**src/rtl/mux_sel_arbiter_pkg.sv**
```systemverilog
// Shared types and constants for the four-channel burst arbiter.
package mux_sel_arbiter_pkg;

    localparam int NUM_CH            = 4;
    localparam int SEL_W             = $clog2(NUM_CH);
    localparam int BURST_LEN_DEFAULT = 4;

    typedef enum logic {
        IDLE  = 1'b0,
        GRANT = 1'b1
    } state_e;

endpackage

```
**src/rtl/mux_sel_arbiter_if.sv**
```systemverilog
// Request/mux-control bundle between the channel side (master) and the arbiter (slave).
interface mux_sel_arbiter_if;
    import mux_sel_arbiter_pkg::*;

    logic [NUM_CH-1:0] req;
    logic              out_ready;
    logic [SEL_W-1:0]  sel;
    logic              out_valid;
    logic [NUM_CH-1:0] ack;
    logic              busy;

    modport master (
        output req,
        output out_ready,
        input  sel,
        input  out_valid,
        input  ack,
        input  busy
    );

    modport slave (
        input  req,
        input  out_ready,
        output sel,
        output out_valid,
        output ack,
        output busy
    );

endinterface

```
**src/rtl/mux_sel_arbiter_rr_pick4.sv**
```systemverilog
// Combinational round-robin pick: first requester after last_grant_i, wrapping mod 4.
module rr_pick4
    import mux_sel_arbiter_pkg::*;
(
    input  logic [NUM_CH-1:0] req_i,
    input  logic [SEL_W-1:0]  last_grant_i,
    output logic [SEL_W-1:0]  grant_o,
    output logic              any_req_o
);

    logic [SEL_W-1:0] idx;

    // Scan from the farthest offset down so the nearest requester after last_grant_i wins.
    always_comb begin
        grant_o   = last_grant_i;
        any_req_o = |req_i;
        idx       = '0;
        for (int i = NUM_CH; i >= 1; i--) begin
            idx = last_grant_i + SEL_W'(i);
            if (req_i[idx]) begin
                grant_o = idx;
            end
        end
    end

endmodule

```
**src/rtl/mux_sel_arbiter.sv**
```systemverilog
// Four-channel mux-select arbiter: round-robin grant, bursts of up to BURST_LEN beats per tenure.
module mux_sel_arbiter
    import mux_sel_arbiter_pkg::*;
#(
    parameter int BURST_LEN = BURST_LEN_DEFAULT
) (
    input  logic              clk,
    input  logic              rst_n,
    mux_sel_arbiter_if.slave  bus
);

    localparam int               CNT_W    = $clog2(BURST_LEN) + 1;
    localparam logic [CNT_W-1:0] CNT_LAST = CNT_W'(BURST_LEN - 1);
    localparam logic [CNT_W-1:0] CNT_ONE  = CNT_W'(1);

    state_e            state_q, state_d;
    logic [SEL_W-1:0]  sel_q, sel_d;
    logic [SEL_W-1:0]  lastGrant_q, lastGrant_d;
    logic [CNT_W-1:0]  cnt_q, cnt_d;

    logic [SEL_W-1:0]  pickIdx;
    logic              anyReq;
    logic              outValid;
    logic              beat;
    logic [NUM_CH-1:0] ackVec;

    rr_pick4 uPick (
        .req_i        (bus.req),
        .last_grant_i (lastGrant_q),
        .grant_o      (pickIdx),
        .any_req_o    (anyReq)
    );

    // State, select, round-robin pointer and beat counter; reset leaves channel 0 first in line.
    always_ff @(posedge clk) begin
        if (!rst_n) begin
            state_q     <= IDLE;
            sel_q       <= '0;
            lastGrant_q <= '1;
            cnt_q       <= '0;
        end else begin
            state_q     <= state_d;
            sel_q       <= sel_d;
            lastGrant_q <= lastGrant_d;
            cnt_q       <= cnt_d;
        end
    end

    // Next state: IDLE lasts one cycle when anyone asks; GRANT ends on a dropped request or the last beat.
    always_comb begin
        state_d     = state_q;
        sel_d       = sel_q;
        lastGrant_d = lastGrant_q;
        cnt_d       = cnt_q;
        case (state_q)
            IDLE: begin
                if (anyReq) begin
                    sel_d       = pickIdx;
                    lastGrant_d = pickIdx;
                    cnt_d       = '0;
                    state_d     = GRANT;
                end
            end
            GRANT: begin
                if (!bus.req[sel_q]) begin
                    state_d = IDLE;
                end else if (beat) begin
                    cnt_d = cnt_q + CNT_ONE;
                    if (cnt_q == CNT_LAST) begin
                        state_d = IDLE;
                    end
                end
            end
            default: begin
                state_d = IDLE;
            end
        endcase
    end

    // Outputs: valid follows the granted request live, and is forced low while reset is held.
    always_comb begin
        outValid = 1'b0;
        ackVec   = '0;
        if (rst_n && (state_q == GRANT)) begin
            outValid = bus.req[sel_q];
        end
        beat = outValid && bus.out_ready;
        if (beat) begin
            ackVec[sel_q] = 1'b1;
        end
    end

    assign bus.sel       = sel_q;
    assign bus.out_valid = outValid;
    assign bus.ack       = ackVec;
    assign bus.busy      = (state_q == GRANT);

endmodule

```
**src/flat_wrapper.sv**
```systemverilog
// flat-port wrapper written by rule: the top's interface ports become plain ports
module mux_sel_arbiter_flat import mux_sel_arbiter_pkg::*;
#(
    parameter int BURST_LEN = BURST_LEN_DEFAULT
)
  (clk, rst_n, bus_req, bus_out_ready, bus_sel, bus_out_valid, bus_ack, bus_busy);
  mux_sel_arbiter_if bus_i ();
  input  logic clk;
  input  logic rst_n;
  input wire logic [$bits(bus_i.req)-1:0] bus_req;
  input wire logic [$bits(bus_i.out_ready)-1:0] bus_out_ready;
  output wire logic [$bits(bus_i.sel)-1:0] bus_sel;
  output wire logic [$bits(bus_i.out_valid)-1:0] bus_out_valid;
  output wire logic [$bits(bus_i.ack)-1:0] bus_ack;
  output wire logic [$bits(bus_i.busy)-1:0] bus_busy;
  assign bus_i.req = bus_req;
  assign bus_i.out_ready = bus_out_ready;
  assign bus_sel = bus_i.sel;
  assign bus_out_valid = bus_i.out_valid;
  assign bus_ack = bus_i.ack;
  assign bus_busy = bus_i.busy;
  mux_sel_arbiter #(.BURST_LEN(BURST_LEN)) u_core (.clk(clk), .rst_n(rst_n), .bus(bus_i));
endmodule
```
**config.mk**
```make
export PLATFORM = sky130hd
export DESIGN_NAME = mux_sel_arbiter_flat
export DESIGN_NICKNAME = d
export VERILOG_FILES = /design/src/rtl/mux_sel_arbiter_pkg.sv /design/src/rtl/mux_sel_arbiter_if.sv /design/src/rtl/mux_sel_arbiter_rr_pick4.sv /design/src/rtl/mux_sel_arbiter.sv /design/src/flat_wrapper.sv
export SDC_FILE = /design/constraint.sdc
export NUM_CORES = 1
export LEC_CHECK = 0
export ABC_AREA = 1
export BUFFER_PORTS_ARGS = -buffer_cell sky130_fd_sc_hd__buf_2
export CELL_PAD_IN_SITES_DETAIL_PLACEMENT = 0
export CELL_PAD_IN_SITES_GLOBAL_PLACEMENT = 1
export CORE_ASPECT_RATIO = 1.2
export CORE_MARGIN = 8
export CORE_UTILIZATION = 33
export DETAILED_ROUTE_END_ITERATION = 10
export PLACE_DENSITY = 0.77
export SYNTH_ARGS = -nofsm -noshare
export SYNTH_HDL_FRONTEND = slang
export SYNTH_SLANG_ARGS = --single-unit
```
**constraint.sdc**
```tcl
create_clock -name clk -period 1.53 [get_ports clk]
set_input_delay 0.153 -clock clk [delete_from_list [all_inputs] [get_ports clk]]
set_output_delay 0.153 -clock clk [all_outputs]
set_load 0.01 [all_outputs]
```
==> summary.txt <==
Timing
  – RSZ-0062 raised after global routing: yes
  – Slew @ Worst Pin: 0.330 ns
  – Period utilisation layout: 96.6%
  – Setup ws final: 0.0517 ns
  – Post-layout min period: 1.48 ns
  – Max transition margin: 78.0%
  – Setup violators final: 0
  – Highest clock rate: 676 MHz
  – Max-slew violations: 0
  – Worst clock skew: 0.00296 ns
  – Hold violation total from the final report: 0
  – Final Hold Slack: 0.182 ns
  – Setup TNS: 0 ns

GRT
  – Vias in the first global route: 636
  – Largest net degree at the start of global routing: 10
  – Gr usage total: 9.78%
  – Antenna violations before repair: 0
  – GR peak layer: met2
  – Met3 usage: 2.86%
  – Met2 Track Usage GR: 14.8%
  – Congestion Overflow GR: 0
  – Met1 Resource Use GR: 10.6%
  – First-pass GRT wire length: 2.57 mm

Detailed routing
  – Initial drt markers: 3
  – DRC Markers: 0
  – Via Count: 665
  – Routed Antenna Nets: 0
  – Routed WL: 1.53 mm
  – Via/cell ratio: 4.78
  – DR pass1 iterations: 4
  – Drt wl/cell: 11.0 um

Placed design
  – GP Congestion: 0.860
  – Port bufs: 14
  – DP HPWL: 1.19 mm
  – Placement Setup Slack: 0.0782 ns

Die
  – Die ar.: 3410 um^2
  – Die W: 54.7 um
  – # rows: 16
  – Die height: 62.4 um
  – Core area: 1660 um^2
  – Initial core utilization: 35.6%
  – I/O pin total: 15

Critical path
  – Critical R2R Launch: u_core.bus.sel[1]
  – Reg2Reg Depth: 7
  – Startpoint Class: register
  – Crit. End Element: output pin
  – CP Class: reg -> out
  – CP max FO: 5
  – Critical Path RT: 1.38 ns
  – Crit path launch: u_core.bus.sel[1]
  – Crit Reg-Reg Endpoint: u_core.cnt_q[0]
  – R2R Setup Slk: 0.13 ns
  – Crit path DAT: 1.33 ns

Power and ir drop
  – Comb pwr share: 58.6%
  – Seq pwr share: 29.3%
  – Sw frac: 47.5%
  – Lkg Pwr: 0.447 nW
  – P per Cell Area: 1640 nW/um^2
  – Clock power frac: 12.1%
  – VDD IR max: 0.000636 V
  – Int Power: 0.685 mW
  – Net Sw Power: 0.620 mW

Hold path
  – Hold Path Class: in -> reg
  – Min-Delay Path Depth: 3
  – Hold Path End: u_core.bus.sel[0]
  – Hold Path Origin: rst_n

Synth
  – Post-synthesis instance total: 98
  – Yosys Warn Count: 0
  – Avg Inst Size Synth: 6.04 um^2
  – Sequential area share after synthesis: 27.1%
  – Mapped Area: 592 um^2
  – #FFs+latches synth: 8
  – Synth Net Count: 107
  – Distinct cells, synth: 19

CTS
  – Worst-path clk slew: 0.05 ns
  – CTS Buf Count: 3
  – CTS sink cnt: 8
  – CTS root buf: clkbuf_4
  – CTS Buffer Depth: 2
  – Latest clock arrival within the worst-skew pair: 0.25 ns
  – H-tree levels: 1
  – CTS tree: yes
  – Hold-fix buffers, CTS: 0

Cells and area
  – Multi-input logic area: 398 um^2
  – Layout cells sized above 1: 34.7%
  – Fill count: 187
  – Most frequent cells in the layout: nand2_1 (40), buf_2 (14), nand3_1 (10), inv_1 (9), buf_4 (7)
  – Register Area: 168 um^2
  – Commonest non-fill, non-tap cell in the layout: nand2_1
  – Area Overhead vs Synth: 34.5%
  – Post-layout nets: 132
  – ANT cells: 0

Status
  – Status: complete, no violations

Run
  – Max Cap Violations: 0
registers in the layout, indices dropped and copies added (netlist names):
register,count
u_core.bus.busy,1
u_core.bus.sel,2
u_core.cnt_q,3
u_core.lastGrant_q,2
layer usage:
layer	wire length, um	share of wire, %
met3	66	4.3
met4	54	3.5
met2	721	47
met1	686	45
met5	0	0
cell usage after synthesis:
cell type,number,share of area (%)
nand3_1,12,10
nand2_2,1,1.1
nand3_4,1,3.0
nor2_1,2,1.3
inv_1,11,7.0
nor3_1,3,2.5
o21bai_1,1,1.3
inv_2,4,2.5
o2111ai_2,1,2.5
or2_1,2,2.1
o21ai_1,2,1.7
nand4_1,1,1.1
o21ai_2,1,1.5
nand2_1,40,25
ha_1,2,4.2
inv_4,1,1.1
a21oi_1,4,3.4
dfxtp_1,8,27
buf_4,1,1.3
cell families after synthesis:
family | after synthesis | synth area share (%)
flops | 8 | 27.1
simple gates | 62 | 46.5
fa+ha+maj | 2 | 4.23
buf+inv | 17 | 11.8
compound gates | 9 | 10.4
worst max-delay path, cell delays in order (launching register included):
cell	delay (ns)
dfxtp_4	0.37
nand2_2	0.08
o2111ai_4	0.22
nand3_4	0.13
nor3_2	0.12
buf_2	0.15
how the worst max path moves through the flow:
stage,end,depth (start not counted)
3_5_place_dp,bus_ack[2],5
4_1_cts,bus_ack[2],5
3_3_place_gp,bus_ack[1],5
2_1_floorplan,bus_ack[0],4
6_report,bus_ack[2],5
5_1_grt,bus_ack[2],5
final cells by class:
type                       count  share of cell area [%]
clock buffer                   3                    2.83
tap                           18                    2.83
multi-input combinational     73                    50.0
sequential                     8                    21.1
timing repair buffer          21                    15.4
inverter                      16                    7.86
stage by stage:
| step | utilization (%) | instance area, um^2 | std cells | power (mW) |
|---|---|---|---|---|
| floorplan | - | 592 | 98 | 0.859 |
| global placement | 41.6 | 692 | 131 | 1.04 |
| detailed placement | 41.6 | 692 | 131 | 1.03 |
| CTS | 46.5 | 773 | 138 | 1.30 |
| global route | 47.9 | 796 | 139 | 1.46 |
| finish | 47.9 | 796 | 139 | 1.30 |
power groups by stage:
stage	logic [mW]	clock network [mW]	registers, mW
finish	0.765	0.157	0.382
floorplan	0.519	0	0.341
CTS	0.753	0.171	0.379
detailed placement	0.654	0	0.380
global route	0.887	0.183	0.391
global placement	0.663	0	0.378
what timing repair did:
item | 4_1_cts | 5_1_grt
gates resized for setup | 9 | 3
gates cloned | 0 | 0
setup endpoints to repair | 5 | 3
hold endpoints to repair | 0 | 0
pin swaps | 1 | 0
buffers inserted | 4 | 1
Note: power is estimated with default switching activity, not from simulation.
